### config.mk
export PLATFORM = sky130hd
export DESIGN_NAME = jk_q_monitor
export DESIGN_NICKNAME = d
export VERILOG_FILES = /design/src/rtl/jk_pkg.sv /design/src/rtl/bit_synchronizer.sv /design/src/rtl/jk_q_monitor.sv
export SDC_FILE = /design/constraint.sdc
export NUM_CORES = 1
export LEC_CHECK = 0
export ABC_AREA = 0
export CORE_ASPECT_RATIO = 0.7
export CORE_MARGIN = 10
export CORE_UTILIZATION = 45
export DETAILED_ROUTE_END_ITERATION = 12
export DONT_BUFFER_PORTS = 1
export SLEW_MARGIN = 20
export SYNTH_ARGS = -nofsm -noshare
export SYNTH_HDL_FRONTEND = slang
export SYNTH_SLANG_ARGS = --single-unit
### constraint.sdc
create_clock -name clk -period 4.66 [get_ports clk]
set_clock_uncertainty 0.2 [all_clocks]
set_input_delay 0.233 -clock clk [delete_from_list [all_inputs] [get_ports clk]]
set_output_delay 0.233 -clock clk [all_outputs]
set_load 0.02 [all_outputs]
### src/rtl/jk_pkg.sv
`default_nettype none
// ============================================================================
// Module   : jk_pkg
// Purpose  : Shared state encoding and default constants for the JK latch
//            output monitor and its synchroniser.
// Revision : 1.0  initial release
// ============================================================================
package jk_pkg;

    // Gray-style encoding: bit 1 is the debounced level in every state.
    typedef enum logic [1:0] {
        S_LOW      = 2'b00,
        S_LOW2HIGH = 2'b01,
        S_HIGH     = 2'b11,
        S_HIGH2LOW = 2'b10
    } jk_state_t;

    localparam int JK_SYNC_STAGES   = 2;
    localparam int JK_STABLE_CYCLES = 4;

endpackage : jk_pkg
`default_nettype wire

### src/rtl/bit_synchronizer.sv
`default_nettype none
// ============================================================================
// Module   : bit_synchronizer
// Purpose  : Multi-flop single-bit synchroniser with synchronous reset.
// Revision : 1.0  initial release
// ============================================================================
module bit_synchronizer
    import jk_pkg::*;
#(
    parameter int STAGES = JK_SYNC_STAGES
) (
    input  logic clk,
    input  logic rst,
    input  logic d,
    output logic q
);

    logic [STAGES-1:0] r_chain;

    always_ff @(posedge clk) begin
        if (rst) begin
            r_chain <= '0;
        end else begin
            r_chain <= {r_chain[STAGES-2:0], d};
        end
    end

    assign q = r_chain[STAGES-1];

endmodule : bit_synchronizer
`default_nettype wire

### src/rtl/jk_q_monitor.sv
`default_nettype none
// ============================================================================
// Module   : jk_q_monitor
// Purpose  : Synchronises and debounces the JK latch output, emitting edge
//            pulses, a saturating edge count and high-pulse width.
// Revision : 1.0  initial release
// ============================================================================
module jk_q_monitor
    import jk_pkg::*;
#(
    parameter int SYNC_STAGES   = JK_SYNC_STAGES,
    parameter int STABLE_CYCLES = JK_STABLE_CYCLES,
    parameter int CNT_W         = 8,
    parameter int WIDTH_W       = 16
) (
    input  logic               clk,
    input  logic               rst,
    input  logic               q_in,
    input  logic               clr_cnt,
    output logic               q_filt,
    output logic               rise,
    output logic               fall,
    output logic [CNT_W-1:0]   edge_cnt,
    output logic               cnt_sat,
    output logic [WIDTH_W-1:0] hi_width,
    output logic               width_valid
);

    localparam int                c_stab_w   = $clog2(STABLE_CYCLES + 1);
    localparam logic [c_stab_w-1:0] c_stab_max = c_stab_w'(STABLE_CYCLES);
    localparam logic [c_stab_w-1:0] c_stab_one = c_stab_w'(1);

    logic                w_q_sync;
    jk_state_t           r_state;
    jk_state_t           w_state_nxt;
    logic [c_stab_w-1:0] r_stab;
    logic [c_stab_w-1:0] w_stab_nxt;
    logic                w_rise_nxt;
    logic                w_fall_nxt;
    logic                r_rise;
    logic                r_fall;
    logic [CNT_W-1:0]    r_cnt;
    logic                w_edge;
    logic [WIDTH_W-1:0]  r_width;
    logic [WIDTH_W-1:0]  w_width_inc;
    logic [WIDTH_W-1:0]  r_hi_width;
    logic                r_width_valid;

    bit_synchronizer #(
        .STAGES (SYNC_STAGES)
    ) u_sync (
        .clk (clk),
        .rst (rst),
        .d   (q_in),
        .q   (w_q_sync)
    );

    // ------------------------------------------------------------------
    // Debounce FSM
    // ------------------------------------------------------------------
    always_ff @(posedge clk) begin
        if (rst) begin
            r_state <= S_LOW;
            r_stab  <= '0;
        end else begin
            r_state <= w_state_nxt;
            r_stab  <= w_stab_nxt;
        end
    end

    always_comb begin
        w_state_nxt = r_state;
        w_stab_nxt  = r_stab;
        case (r_state)
            S_LOW: begin
                if (w_q_sync) begin
                    w_state_nxt = S_LOW2HIGH;
                    w_stab_nxt  = c_stab_one;
                end
            end
            S_LOW2HIGH: begin
                if (!w_q_sync) begin
                    w_state_nxt = S_LOW;
                    w_stab_nxt  = '0;
                end else if (r_stab == c_stab_max) begin
                    w_state_nxt = S_HIGH;
                    w_stab_nxt  = '0;
                end else begin
                    w_stab_nxt  = r_stab + c_stab_one;
                end
            end
            S_HIGH: begin
                if (!w_q_sync) begin
                    w_state_nxt = S_HIGH2LOW;
                    w_stab_nxt  = c_stab_one;
                end
            end
            S_HIGH2LOW: begin
                if (w_q_sync) begin
                    w_state_nxt = S_HIGH;
                    w_stab_nxt  = '0;
                end else if (r_stab == c_stab_max) begin
                    w_state_nxt = S_LOW;
                    w_stab_nxt  = '0;
                end else begin
                    w_stab_nxt  = r_stab + c_stab_one;
                end
            end
            default: begin
                w_state_nxt = S_LOW;
                w_stab_nxt  = '0;
            end
        endcase
    end

    assign w_rise_nxt = (r_state == S_LOW2HIGH) && (w_state_nxt == S_HIGH);
    assign w_fall_nxt = (r_state == S_HIGH2LOW) && (w_state_nxt == S_LOW);

    always_ff @(posedge clk) begin
        if (rst) begin
            r_rise <= 1'b0;
            r_fall <= 1'b0;
        end else begin
            r_rise <= w_rise_nxt;
            r_fall <= w_fall_nxt;
        end
    end

    // ------------------------------------------------------------------
    // Saturating edge counter; counts the cycle in which a pulse is visible
    // ------------------------------------------------------------------
    assign w_edge = r_rise | r_fall;

    always_ff @(posedge clk) begin
        if (rst) begin
            r_cnt <= '0;
        end else if (clr_cnt) begin
            r_cnt <= CNT_W'(w_edge);
        end else if (w_edge && !(&r_cnt)) begin
            r_cnt <= r_cnt + 1'b1;
        end
    end

    // ------------------------------------------------------------------
    // High-pulse width; the fall cycle itself is included in the capture
    // ------------------------------------------------------------------
    assign w_width_inc = (&r_width) ? r_width : r_width + 1'b1;

    always_ff @(posedge clk) begin
        if (rst) begin
            r_width       <= '0;
            r_hi_width    <= '0;
            r_width_valid <= 1'b0;
        end else begin
            r_width_valid <= w_fall_nxt;
            if (w_rise_nxt) begin
                r_width <= '0;
            end else if (r_state[1]) begin
                r_width <= w_width_inc;
            end
            if (w_fall_nxt) begin
                r_hi_width <= w_width_inc;
            end
        end
    end

    assign q_filt      = r_state[1];
    assign rise        = r_rise;
    assign fall        = r_fall;
    assign edge_cnt    = r_cnt;
    assign cnt_sat     = &r_cnt;
    assign hi_width    = r_hi_width;
    assign width_valid = r_width_valid;

endmodule : jk_q_monitor
`default_nettype wire
==> flow_metrics.tcl <==
set metrics [dict create \
    outcome "completed" \
    synth-edff-count 0 \
    synth_top_cell_by_area "dfxtp_1" \
    r2r_slack_ns 1.91 \
    timing.final.ws_setup_ns 1.91 \
    numCtsBuffers 5 \
    worst-path-max-fanout 19 \
    final_antenna_net_count 0 \
    die_h_um 83.9 \
    place_ws_ns 1.94 \
    crit_required_ns 4.68 \
    setup_viol 0 \
    root_buffer "clkbuf_8" \
    grt_overflow_total 0 \
    ys_types 61 \
    syn_nets 319 \
    holdCritPathClass "in -> reg" \
    fmax_mhz 363 \
    reg2reg_depth 8 \
    ys_seq_elements 49 \
    via_count 2184 \
    start_util_pct 46.1 \
    antenna_cells 0 \
    r2r-end "hi_width[8]$_SDFFE_PP0P_" \
    whs_path_depth 2 \
    drc_errors 0 \
    dp_cells 364 \
    powerDensity_nw_per_um2 265 \
    cts_buffer_depth 2 \
    syn_to_final_growth_pct 3.62 \
    rows 23 \
    maxCapViolations 0 \
    synth_common_cells "dfxtp_1 (49), nand2_1 (32), nor2_1 (32), a21oi_1 (26)" \
    antenna_found_initial 0 \
    io_pins 33 \
    cts_tree "done" \
    crit_type "reg -> reg" \
    yosysWarningCount 0 \
    io_buffers 0 \
    wire_per_inst_um 16.8 \
    gp_congestion 0.935 \
    yosysSeqAreaShare_pct 37.3 \
    core_area_um2 5700 \
    ctsResizeCount 0 \
    grt_pass1_wl_mm 10.4 \
    cp-start-kind "flip-flop" \
    final_layout_size_suffix_gt1_share_pct 8.00 \
    period_share_pct 59.1 \
    routed_via_density 5.82 \
    dpl.hpwl_mm 4.57 \
    yosysMostFrequentCell "dfxtp_1" \
    yosys-top-cells-area "dfxtp_1 (37%), a21oi_1 (5.0%), nand2_1 (4.6%)" \
    cts_setup_buffers 0 \
    die_w_um 111 \
    gr-usage-all-layers_pct 13.2 \
    syn_area_um2 2630 \
    drtIter0Drc 178 \
    ys.flop_type "dfxtp_1" \
    nNetsFinal 312 \
    holdPathEnd "r_width[8]$_SDFFE_PP0P_" \
    clk_pin_slew_ns 0.10 \
    worst_slew_margin_rel_pct 32.8 \
    p_leak_nw 0.880 \
    die_area_um2 9350 \
    tightestPinTransition_ns 1.00 \
    firstDrtPassIters 4 \
    min-delay-start "rst" \
    async_flop_share_pct 0 \
    htreeDepth 2 \
    cts.sinks 49 \
    rsz0062_at_grt "false" \
    worstPathArrival_ns 2.77 \
    ctsHoldBuffers 3 \
    tns_ns 0 \
    grt_pass1_vias 2017 \
    synth.top_cell.area_share_pct 37.3 \
    min_period_ns 2.75 \
    crit_path_end_kind "flip-flop" \
    fin_cells 375 \
    syn_area_per_cell_um2 8.59 \
    grt_max_degree 27 \
    p_total_mw 0.721 \
    drv_slew 0 \
    ir_drop_v 0.000117 \
    final_hold_viol_count 0 \
    timing.rr.start "r_state[1]$_SDFF_PP0_" \
    clkLatencyLatePin_ns 0.32 \
    synthCells 306 \
    drt-total-wl_mm 6.30 \
]
-- cells by family after synthesis --
family / after synthesis / share of synthesized area, %
compound gates: 74 / 18.8
xor+xnor: 16 / 5.33
fa+ha+maj: 9 / 4.28
buf+inv: 24 / 6.09
flops: 49 / 37.3
mux: 5 / 1.90
simple gates: 129 / 26.2
-- per-stage QoR --
| stage | util [%] | cell area (um2) | hold slack (ns) |
|---|---|---|---|
| 5_1_grt | 47.8 | 2720 | 0.156 |
| 3_3_place_gp | 45.6 | 2600 | 0.107 |
| 4_1_cts | 47.8 | 2720 | 0.123 |
| 3_5_place_dp | 45.6 | 2600 | 0.108 |
| 6_report | 47.8 | 2720 | 0.136 |
| 2_1_floorplan | - | 2630 | 0.161 |
-- cell type report --
class                           count  area, um2
Fill cell                         566       2970
Multi-Input combinational cell    233       1490
Sequential cell                    49        981
Tap cell                           75       93.8
Clock buffer                        5       68.8
Timing Repair Buffer                5       45.0
Clock inverter                      3       28.8
Inverter                            5       18.8
-- sequential cells by signal, indices dropped and copies added (netlist names) --
signal	count
rise	1
r_width	16
u_sync.r_chain	2
hi_width	16
r_stab	3
edge_cnt	8
width_valid	1
r_state	2
-- how the worst max path moves through the flow --
stage / startpoint / to / slack, ns
finish: r_state[1]$_SDFF_PP0_ / hi_width[8]$_SDFFE_PP0P_ / 1.91
global route: r_state[1]$_SDFF_PP0_ / hi_width[8]$_SDFFE_PP0P_ / 1.64
CTS: r_state[1]$_SDFF_PP0_ / hi_width[14]$_SDFFE_PP0P_ / 1.91
detailed placement: r_state[1]$_SDFF_PP0_ / hi_width[8]$_SDFFE_PP0P_ / 1.94
global placement: r_state[1]$_SDFF_PP0_ / hi_width[8]$_SDFFE_PP0P_ / 2.03
floorplan: r_state[1]$_SDFF_PP0_ / hi_width[8]$_SDFFE_PP0P_ / 2.21
-- layout by cell type (no fill, tap or decap), types with 3 or more instances in the layout --
master	count
ha_1	9
clkbuf_8	5
nand3_1	9
a211oi_1	5
xor2_1	7
and3_1	4
o21ai_0	7
a21oi_1	26
mux2i_1	5
a31oi_1	4
inv_1	5
or3_1	4
and4_1	4
nand2_1	32
dlygate4sd3_1	3
a21o_1	3
nor2_1	32
xnor2_1	9
nand4_1	7
o211ai_1	7
nor3_1	5
and2_1	3
nand2b_1	4
nor2b_1	8
dfxtp_1	49
-- routing by layer --
layer | share of wire, % | up-vias | GRT usage [%]
met5 | 0 | - | 0
met4 | 0.95 | 0 | 3.96
met3 | 9.7 | 7 | 4.96
met2 | 36 | 65 | 16.9
met1 | 53 | 1023 | 19.3
li1 | - | 1089 | -
-- worst max-delay path: stages, from the launching register on --
cell and delay (ns):
dfxtp_1 0.32, buf_4 0.22, inv_1 0.16, ha_1 0.32, nand3b_1 0.22, a21boi_1 0.21, o211a_1 0.56, nor2_1 0.11
a2111oi_2 0.32
-- where the power goes --
group | total (mW) | switching [mW] | internal (mW)
sequential | 0.423 | 0.00236 | 0.420
combinational | 0.0232 | 0.0151 | 0.00813
clock | 0.275 | 0.162 | 0.113
(Power assumes the default switching activity.)
